[src/rtl/dmem_arb_pkg.sv]
// Shared widths, port ids and pipeline register types for the data-memory arbiter.
package dmem_arb_pkg;

    localparam int unsigned ADDR_W = 32;
    localparam int unsigned DATA_W = 32;

    localparam logic PORT_CPU = 1'b0;
    localparam logic PORT_DMA = 1'b1;

    typedef struct packed {
        logic              valid;
        logic              port;
        logic              we;
        logic              err;
        logic [ADDR_W-1:0] addr;
        logic [DATA_W-1:0] wdata;
    } issue_t;

    typedef struct packed {
        logic              valid;
        logic              port;
        logic              err;
        logic [DATA_W-1:0] rdata;
    } rsp_t;

    function automatic logic misaligned(input logic [1:0] addr_lsb);
        return addr_lsb != 2'b00;
    endfunction

endpackage

[src/rtl/dmem_arbiter_if.sv]
// Requester-side bus of the data-memory arbiter: both ports' request and response signals.
interface dmem_arbiter_if;
    import dmem_arb_pkg::*;

    logic              req0, we0, gnt0, rsp_valid0, rsp_err0;
    logic [ADDR_W-1:0] addr0;
    logic [DATA_W-1:0] wdata0, rdata0;

    logic              req1, we1, gnt1, rsp_valid1, rsp_err1;
    logic [ADDR_W-1:0] addr1;
    logic [DATA_W-1:0] wdata1, rdata1;

    modport master (
        output req0, we0, addr0, wdata0, req1, we1, addr1, wdata1,
        input  gnt0, rsp_valid0, rsp_err0, rdata0, gnt1, rsp_valid1, rsp_err1, rdata1
    );

    modport slave (
        input  req0, we0, addr0, wdata0, req1, we1, addr1, wdata1,
        output gnt0, rsp_valid0, rsp_err0, rdata0, gnt1, rsp_valid1, rsp_err1, rdata1
    );

endinterface

[src/rtl/dmem_arb_select.sv]
// Two-way grant logic. DMEM_ARB_RR_EN selects round-robin; otherwise port 0 has fixed priority.
module dmem_arb_select (
    input  logic clk,
    input  logic rst_n,
    input  logic req0,
    input  logic req1,
    output logic gnt0,
    output logic gnt1
);

`ifdef DMEM_ARB_RR_EN
    logic last_q;  // port id of the most recent winner
    logic pick1;

    always_comb begin
        // On conflict port 1 wins only if port 0 won last.
        pick1 = req1 & (~req0 | ~last_q);
        gnt1  = rst_n & pick1;
        gnt0  = rst_n & req0 & ~pick1;
    end

    always_ff @(posedge clk or negedge rst_n) begin
        if (!rst_n) begin
            last_q <= 1'b1;
        end else if (gnt0 | gnt1) begin
            last_q <= gnt1;
        end
    end
`else
    logic unused_clk;
    assign unused_clk = clk;

    always_comb begin
        gnt0 = rst_n & req0;
        gnt1 = rst_n & req1 & ~req0;
    end
`endif

endmodule

[src/rtl/dmem_arbiter.sv]
// Two-port data-memory arbiter: grant, issue stage, registered response two cycles after grant.
// Arbitration policy is chosen by DMEM_ARB_RR_EN (see dmem_arb_select).
module dmem_arbiter
    import dmem_arb_pkg::*;
(
    input  logic              clk,
    input  logic              rst_n,
    dmem_arbiter_if.slave     bus,
    output logic              MemRead,
    output logic              MemWrite,
    output logic [ADDR_W-1:0] MemAddress,
    output logic [DATA_W-1:0] MemWriteData,
    input  logic [DATA_W-1:0] MemReadData
);

    logic   gnt0, gnt1;
    logic   mem_active;
    issue_t issue_d, issue_q;
    rsp_t   rsp_d, rsp_q;

    dmem_arb_select u_select (
        .clk   (clk),
        .rst_n (rst_n),
        .req0  (bus.req0),
        .req1  (bus.req1),
        .gnt0  (gnt0),
        .gnt1  (gnt1)
    );

    assign bus.gnt0 = gnt0;
    assign bus.gnt1 = gnt1;

    always_comb begin
        issue_d = '0;
        if (gnt0) begin
            issue_d.valid = 1'b1;
            issue_d.port  = PORT_CPU;
            issue_d.we    = bus.we0;
            issue_d.err   = misaligned(bus.addr0[1:0]);
            issue_d.addr  = bus.addr0;
            issue_d.wdata = bus.wdata0;
        end else if (gnt1) begin
            issue_d.valid = 1'b1;
            issue_d.port  = PORT_DMA;
            issue_d.we    = bus.we1;
            issue_d.err   = misaligned(bus.addr1[1:0]);
            issue_d.addr  = bus.addr1;
            issue_d.wdata = bus.wdata1;
        end
    end

    // Misaligned accesses travel down the pipe only to report the error.
    assign mem_active = issue_q.valid & ~issue_q.err;

    always_comb begin
        MemRead      = mem_active & ~issue_q.we;
        MemWrite     = mem_active & issue_q.we;
        MemAddress   = mem_active ? issue_q.addr : '0;
        MemWriteData = mem_active ? issue_q.wdata : '0;
    end

    always_comb begin
        rsp_d       = '0;
        rsp_d.valid = issue_q.valid;
        rsp_d.port  = issue_q.port;
        rsp_d.err   = issue_q.err;
        rsp_d.rdata = MemRead ? MemReadData : '0;
    end

    always_ff @(posedge clk or negedge rst_n) begin
        if (!rst_n) begin
            issue_q <= '0;
            rsp_q   <= '0;
        end else begin
            issue_q <= issue_d;
            rsp_q   <= rsp_d;
        end
    end

    always_comb begin
        bus.rsp_valid0 = rsp_q.valid & (rsp_q.port == PORT_CPU);
        bus.rsp_valid1 = rsp_q.valid & (rsp_q.port == PORT_DMA);
        bus.rsp_err0   = bus.rsp_valid0 & rsp_q.err;
        bus.rsp_err1   = bus.rsp_valid1 & rsp_q.err;
        bus.rdata0     = bus.rsp_valid0 ? rsp_q.rdata : '0;
        bus.rdata1     = bus.rsp_valid1 ? rsp_q.rdata : '0;
    end

endmodule
[src/flat_wrapper.sv]
// flat-port wrapper written by rule: the top's interface ports become plain ports
module dmem_arbiter_flat import dmem_arb_pkg::*;
  (clk, rst_n, MemRead, MemWrite, MemAddress, MemWriteData, MemReadData, bus_req0, bus_we0, bus_addr0, bus_wdata0, bus_req1, bus_we1, bus_addr1, bus_wdata1, bus_gnt0, bus_rsp_valid0, bus_rsp_err0, bus_rdata0, bus_gnt1, bus_rsp_valid1, bus_rsp_err1, bus_rdata1);
  dmem_arbiter_if bus_i ();
  input  logic clk;
  input  logic rst_n;
  output logic MemRead;
  output logic MemWrite;
  output logic [ADDR_W-1:0] MemAddress;
  output logic [DATA_W-1:0] MemWriteData;
  input  logic [DATA_W-1:0] MemReadData;
  input wire logic [$bits(bus_i.req0)-1:0] bus_req0;
  input wire logic [$bits(bus_i.we0)-1:0] bus_we0;
  input wire logic [$bits(bus_i.addr0)-1:0] bus_addr0;
  input wire logic [$bits(bus_i.wdata0)-1:0] bus_wdata0;
  input wire logic [$bits(bus_i.req1)-1:0] bus_req1;
  input wire logic [$bits(bus_i.we1)-1:0] bus_we1;
  input wire logic [$bits(bus_i.addr1)-1:0] bus_addr1;
  input wire logic [$bits(bus_i.wdata1)-1:0] bus_wdata1;
  output wire logic [$bits(bus_i.gnt0)-1:0] bus_gnt0;
  output wire logic [$bits(bus_i.rsp_valid0)-1:0] bus_rsp_valid0;
  output wire logic [$bits(bus_i.rsp_err0)-1:0] bus_rsp_err0;
  output wire logic [$bits(bus_i.rdata0)-1:0] bus_rdata0;
  output wire logic [$bits(bus_i.gnt1)-1:0] bus_gnt1;
  output wire logic [$bits(bus_i.rsp_valid1)-1:0] bus_rsp_valid1;
  output wire logic [$bits(bus_i.rsp_err1)-1:0] bus_rsp_err1;
  output wire logic [$bits(bus_i.rdata1)-1:0] bus_rdata1;
  assign bus_i.req0 = bus_req0;
  assign bus_i.we0 = bus_we0;
  assign bus_i.addr0 = bus_addr0;
  assign bus_i.wdata0 = bus_wdata0;
  assign bus_i.req1 = bus_req1;
  assign bus_i.we1 = bus_we1;
  assign bus_i.addr1 = bus_addr1;
  assign bus_i.wdata1 = bus_wdata1;
  assign bus_gnt0 = bus_i.gnt0;
  assign bus_rsp_valid0 = bus_i.rsp_valid0;
  assign bus_rsp_err0 = bus_i.rsp_err0;
  assign bus_rdata0 = bus_i.rdata0;
  assign bus_gnt1 = bus_i.gnt1;
  assign bus_rsp_valid1 = bus_i.rsp_valid1;
  assign bus_rsp_err1 = bus_i.rsp_err1;
  assign bus_rdata1 = bus_i.rdata1;
  dmem_arbiter u_core (.clk(clk), .rst_n(rst_n), .bus(bus_i), .MemRead(MemRead), .MemWrite(MemWrite), .MemAddress(MemAddress), .MemWriteData(MemWriteData), .MemReadData(MemReadData));
endmodule
[config.mk]
export PLATFORM = sky130hd
export DESIGN_NAME = dmem_arbiter_flat
export DESIGN_NICKNAME = d
export VERILOG_FILES = /design/src/rtl/dmem_arb_pkg.sv /design/src/rtl/dmem_arbiter_if.sv /design/src/rtl/dmem_arb_select.sv /design/src/rtl/dmem_arbiter.sv /design/src/flat_wrapper.sv
export SDC_FILE = /design/constraint.sdc
export NUM_CORES = 1
export LEC_CHECK = 0
export CORE_AREA = 2 2 118 120
export CTS_CLUSTER_SIZE = 24
export DETAILED_ROUTE_END_ITERATION = 16
export DIE_AREA = 0 0 120 122
export PLACE_DENSITY_LB_ADDON = 0.08
export SKIP_LAST_GASP = 1
export SLEW_MARGIN = 20
export SYNTH_ARGS = -nofsm -noshare
export SYNTH_HDL_FRONTEND = slang
export SYNTH_SLANG_ARGS = --single-unit
[constraint.sdc]
create_clock -name clk -period 2.4 [get_ports clk]
set_input_delay 0.48 -clock clk [delete_from_list [all_inputs] [get_ports clk]]
set_output_delay 0.48 -clock clk [all_outputs]
set_load 0.01 [all_outputs]
==> results.md, run 1 <==
- Status: complete, no violations
- Final period util: 96.87%
- # setup viols final: 0
- PD cells: a little over 500 nW/um^2
- Synth Register Bits: just over 100
- GP Congestion: 0.7121
- Slew HR: about 45%
- Syn avg cell area: roughly 12 sq um
- Core area: approximately 14,000 sq um
- WP data required: about 1.9 ns
- TritonCTS Buffers: 9
- Distinct cell type count after synthesis: 14
- Pre-Repair DR Iteration Count: 4
- Area grow syn2layout: 78.70%
- GR Overflow Total: 0
- CP top delay family: buffers and inverters
- Root buf cell: clkbuf_16
- Die ar.: 14,640 sq um
- TNS Setup: 0 ns
- Layout Skew: a little over 0.001 ns
- Buffers added on ports: about 300
- Net Count, Synth: about 540
- # hold bufs at CTS: 0
- Worst vdd ir: 0.2905 mV
- Remaining DRCs: 0
- PnR worst setup slack: between 0.07 and 0.08 ns
- Io pins: around 300
- Slowest stage cell, crit path: clkdlybuf4s50_1
- Synth warn: 0
- Initial antenna violation count: 1
- First-pass GRT wire length: slightly above 20 mm
- CP arrival: 1.84 ns
- CP Max Fanout: 38
- Layout cells sized above 1: 4.790%
- Final non-filler cell total: around 850
- GRT Overall Usage: a little under a fifth
- Largest net degree at the start of global routing: between 60 and 70
- CTS H-tree lvls: 3
- Per-cell routed wire length: 15.91 um
- Post-Syn Instances: 377
- Worst r2r src: u_core.issue_q[64]
- Initial DRC count: 87
- Initial Util: between 30% and 40%
- Hold Path Class: in2async
- CP Capture Type: output pin
- Startpoint Class: flop
- Clk buf depth: 2
- Actual slew at the worst max-slew pin: roughly 0.83 ns
- Die Height: approximately 120 um
- Kind of critical path: reg2out
- Rows: 43
- Placed Instances: 833
- Skew-Pair Late Insertion Delay: about 0.33 ns
- Fin nets: slightly above 800
- CP bufs+invs: 2
- Max_cap viols: 0
- Final hold slack: 0.3492 ns
- Number of global-route vias before repair: about 3,900
- Pre-CTS WS: approximately 0.19 ns
- Final Hold Violating Endpoints: 0
- LEAKAGE: roughly 3.6 nW
- Vias per cell: ~4.6
- Total number of vias: 3,872
- Final Max Slew Viols: 0
- Chip Width: between 100 and 150 um
- Final worst path period need: about 2.3 ns
- Worst-path clk slew: 0.07 ns
- Sequential area share after synthesis: around three fifths
- Synth top area share: between 50% and 60%
- Diode count: 0
- Synth Cell Area: 4424 sq um
- DRT Wirelength: between 10 and 15 mm
- Detailed Place HPWL: 10.18 mm
- TritonCTS sink count: between 100 and 150
- CP max stage delay: a little under 0.6 ns
- FMAX: between 0.4 and 0.5 GHz
- RSZ-0062 raised after global routing: yes
- Crit-path cells: nor2b_4 > buf_12 > and2_1 > clkdlybuf4s50_1
- CP startpoint: u_core.issue_q[64]
- Synth area leaders: dfrtp_1 58%, and2_1 19%, a22o_1 13%, and3_1 4.7%, clkbuf_1 1.9%
- Dominant cell type by area after synthesis: dfrtp_1
- CTS tree: yes
- Final ANT Viol Nets: 0
==> layout by cell type, fill, tap and decap left out <==
master           synthesis  routed
o21a_1                   1       1
clkdlybuf4s50_1          0     295
bufinv_16                0       1
and2_1                 132     131
clkbuf_8                 0       2
nor2b_4                  0       1
and3b_1                  2       1
buf_8                    0       1
buf_4                    0       8
nor3b_2                  1       1
a22o_1                  66      66
buf_6                    4       1
clkbuf_16                0       9
and2_2                   0       1
and3_1                  33      33
buf_12                   0       1
clkinv_2                 0       3
and3b_2                  0       1
and2b_1                  1       1
dlymetal6s2s_1           0       5
or2_2                    2       2
dfrtp_1                103     103
==> synthesized netlist by cell type <==
cell type,count
dfrtp_1,103
buf_2,8
and3b_1,2
or2_2,2
clkbuf_1,22
a22o_1,66
clkbuf_2,1
buf_6,4
and2_1,132
nor2b_1,1
o21a_1,1
nor3b_2,1
and3_1,33
and2b_1,1
==> registers in the layout, indices dropped and copies added, names as in the netlist <==
name,cells
u_core.rsp_q,35
u_core.issue_q,68
==> final cells by class <==
type / count / area [sq um]
timing repair buffer: 311 / 3122
multi-input combinational: 239 / 1684
fill: 1155 / 5598
clock inverter: 4 / 45.04
tap: 180 / 225.2
clock buffer: 11 / 252.7
sequential: 103 / 2577
==> metal layers <==
layer	share of wire, %	up-vias	GRT usage, %
li1	-	1848	-
met1	35	1809	19.12
met2	52	191	32.60
met3	9.7	24	6.227
met4	2.6	0	8.529
met5	0	-	0
==> worst register-to-register path: cells and delay by family (launching register included) <==
family	cells	cell delay, ns
buf+inv	1	0.30
simple gates	2	0.38
flops	1	0.43
==> metrics by stage <==
step / power [W] / util (%) / instance area (sq um)
finish: 0.003990 / 58.55 / 7906
global route: 0.004177 / 58.55 / 7906
CTS: 0.004047 / 58.33 / 7878
detailed placement: 0.002573 / 56.07 / 7572
global placement: 0.002558 / 56.07 / 7572
floorplan: 0.002100 / - / 4424
==> power by group <==
group	internal, W	switching, W
Clock	0.000854	0.000602
Sequential	0.00183	0.0000275
Combinational	0.000430	0.000246
==> cell families (layout without fill, tap and decap cells) <==
kind of cell | after synthesis | count (layout) | synth area share (%)
and+or+nand+nor | 172 | 172 | 24.60
DFF | 103 | 103 | 58.26
AOI/OAI and AO/OA | 67 | 67 | 13.24
buffers and inverters | 35 | 326 | 3.903
==> timing repair <==
action / CTS / global route
gates cloned: 0 / 0
setup endpoints to repair: 39 / 67
buffers inserted: 0 / 0
pin swaps: 0 / 0
gates resized for setup: 2 / 9
==> final timing paths <==
check | to | cells past startpoint | slack (ns)
worst min register to register | u_core.rsp_q[33] | 0 | 0.35
max in group asynchronous | u_core.rsp_q[28] | 3 | 1.02
worst max register to register | u_core.rsp_q[21] | 3 | 1.23
worst max-delay path | MemWriteData[1] | 4 | 0.08
min in group clk | u_core.rsp_q[33] | 0 | 0.35
worst min-delay path | u_core.issue_q[61] | 2 | 0.35
No activity file was read; power rests on OpenSTA's default activity.
==> run 2, diff against run 1 <==
CAP_MARGIN = 10   (was not set)
CORE_AREA = 2 2 117 119   (was 2 2 118 120)
DIE_AREA = 0 0 119 121   (was 0 0 120 122)
SYNTH_HIERARCHICAL = 1   (was not set)
==> run 2 against run 1 <==
  * Critical path type unchanged
  * Wire length grew 8.3%
  * Hold slack worse by 0.077 ns
  * Cell count grew 0.47%
  * Core utilization grew 3.8 points
  * Highest routed layer unchanged
  * Sequential power about the same
  * Combinational power increased by 3.8%
  * Largest power group unchanged
  * Synthesized cell count decreased by 0.27%
  * Clock power rose by 3%
  * First-iteration DRC count is 13% higher
  * Fmax barely moved
  * Clock-buffer cell count increased by 2
==> results.md, run 2 <==
- Capture point of the critical path: MemWriteData[10]
- Most instantiated cells after synthesis: 131 x and2_1, 103 x dfrtp_1, 65 x a22o_1
- Status: complete, no violations
- Final worst path period need: 2.323 ns
- Detailed Place HPWL: about 10 mm
- WP data required: 1.92 ns
- Largest net degree at the start of global routing: a little under 70
- Post-Syn Instances: 376
- Buffers added on ports: between 300 and 400
- PD cells: 498.6 nW/um^2
- Post-Place Cell Area: about 7600 sq um
- TritonCTS sink count: slightly above 100
- Io pins: just over 300
- GR Overflow Total: 0
- Fin nets: roughly 840
- Async S/R FF share, synth: 100.0%
- Reg2reg setup slack: approximately 1.1 ns
- Reg2reg path depth: 4
- Chip Width: ~120 um
- Layout Skew: between 0.007 and 0.008 ns
- Actual slew at the worst max-slew pin: ~0.70 ns
- Final core occ: between 60 and 70%
- Synth warn: 6
- Largest regs: u_core/issue_q: 68 flops, u_core/rsp_q: 35 flops
- Vias per cell: 4.637
- Post-route cell area: ~8200 sq um
- CP Capture Type: output pin
- Final ANT Viol Nets: 0
- CP startpoint: u_core/issue_q[64]
- Area grow syn2layout: 82.42%
- Clk buf depth: 2
- Ys flop type: dfrtp_1
- Diode count: 0
- CTS tree: yes
- DRT Wirelength: around 15 mm
- Synth top area share: between 50% and 60%
- Root buf cell: clkbuf_16
- Synth Cell Area: about 4500 sq um
- CP Max Fanout: 16
- GP Congestion: ~0.78
- Synth area leaders: dfrtp_1 58%, and2_1 18%, a22o_1 13%, and3_1 4.6%, buf_8 1.3%
- Core area: around 13,000 sq um
- Pre-Repair DR Iteration Count: 4
- # setup viols final: 0
- Worst-path clk slew: roughly 0.07 ns
- Distinct cell type count after synthesis: 17
- FMAX: 0.4304 GHz
- CTS H-tree lvls: 3
- Worst vdd ir: about 0.34 mV
- Initial Util: 34.20%
- Most common cell after layout, fill and taps aside: clkdlybuf4s50_1
- GRT Overall Usage: roughly a fifth
- RR Endpoint: u_core/rsp_q[0]
- Top reg by flops: u_core/issue_q
- Die Height: 121 um
- Worst r2r src: u_core/issue_q[64]
- Initial DRC count: 98
- Final hold slack: 0.2720 ns
- Count leader, synth: and2_1
- Startpoint Class: flop
- Total number of vias: between 3,000 and 4,000
- Syn avg cell area: approximately 12 sq um
- Dominant cell type by area after synthesis: dfrtp_1
- Net Count, Synth: around 540
- Rows: 42
- Final Max Slew Viols: 0
- Synth Register Bits: 103
- RSZ-0062 raised after global routing: no
- Hold Path Class: in2async
- Most frequent cells in the layout: 238 x clkdlybuf4s50_1, 131 x and2_1, 102 x dfrtp_1
- Max reg flops: just under 70
- Slew HR: a little over half
- Final Hold Violating Endpoints: 0
- CP arrival: 1.84 ns
- Max_cap viols: 0
- TritonCTS Buffers: 9
- Remaining DRCs: 0
- Kind of critical path: reg2out
- TNS Setup: 0 ns
- Final period util: approximately 97%
- Post-synth EDFFs: 0
- Sequential area share after synthesis: about 58%
- Initial antenna violation count: 0
- First-pass GRT wire length: between 20 and 25 mm
- Skew-Pair Late Insertion Delay: between 0.3 and 0.4 ns
- Layout cells sized above 1: a little under 6%
- Per-cell routed wire length: 17.14 um
- Number of global-route vias before repair: a little over 4,000
- LEAKAGE: approximately 4.7 nW
- Die ar.: roughly 14,000 sq um
[run 2: cell types whose count changed in the layout (fill, tap and decap cells not counted), moves of 2 or more]
cell | before | now
clkbuf_16 | 9 | 11
o21ai_0 | 0 | 3
clkdlybuf4s50_1 | 295 | 238
nor2b_4 | 1 | 3
buf_4 | 8 | 11
dlymetal6s2s_1 | 5 | 62
[run 2: metal layers]
| layer | GRT usage [%] | wire length, um | share of wire (%) | vias up |
|---|---|---|---|---|
| met4 | 7.366 | 367 | 2.5 | 0 |
| met1 | 19.36 | 5213 | 36 | 1887 |
| met2 | 35.67 | 7953 | 54 | 180 |
| met5 | 0 | 0 | 0 | - |
| met3 | 6.015 | 1071 | 7.3 | 19 |
| li1 | - | - | - | 1865 |
[run 2: metrics by stage]
stage	setup WS, ns	total power [W]	cells
floorplan	0.9166	0.002108	376
global placement	0.1996	0.002552	828
detailed placement	0.1928	0.002567	828
CTS	-0.06104	0.004080	844
global route	0.007106	0.004246	852
finish	0.07663	0.004071	852
[run 2: what timing repair did]
item / in CTS / in global routing
setup buffers: 0 / 4
cloned: 0 / 4
hold buffers: 0 / 0
setup endpoints to repair: 20 / 78
gates resized for setup: 0 / 65
[run 2: cell families (layout without fill, tap and decap cells)]
family,after synthesis,count (layout),share of synthesized area (%)
buf+inv,34,334,4.837
simple gates,171,171,24.52
compound gates,68,68,13.06
flops,103,103,57.59
[run 2: report_power, final]
group	leakage [nW]	internal [W]	switching [W]
Clock	0.156	0.000892	0.000622
Combinational	3.17	0.000441	0.000260
Sequential	1.37	0.00183	0.0000265
Total	4.70	0.00316	0.000909
[run 2: final cells by class]
type / instances / area, sq um
Tap cell: 176 / 220.2
Multi-Input combinational cell: 239 / 1687
Clock buffer: 13 / 270.3
Sequential cell: 103 / 2579
Fill cell: 1090 / 4921
Clock inverter: 3 / 40.04
Timing Repair Buffer: 318 / 3368
[run 2: how the worst min path moves through the flow]
stage	from	depth (start not counted)	endpoint	slack [ns]
floorplan	rst_n	0	u_core/issue_q[0]	0.18
CTS	rst_n	2	u_core/issue_q[0]	0.29
global route	rst_n	2	u_core/issue_q[0]	0.33
detailed placement	u_core/issue_q[66]	0	u_core/rsp_q[33]	0.34
finish	rst_n	2	u_core/issue_q[61]	0.27
global placement	u_core/issue_q[66]	0	u_core/rsp_q[33]	0.34
[run 2: worst max-delay path, cell delays in order (launching register included)]
cell and delay, ns:
dfrtp_2 0.42, nor2b_4 0.13, buf_4 0.14, buf_8 0.15, and2_1 0.13, clkdlybuf4s50_1 0.53
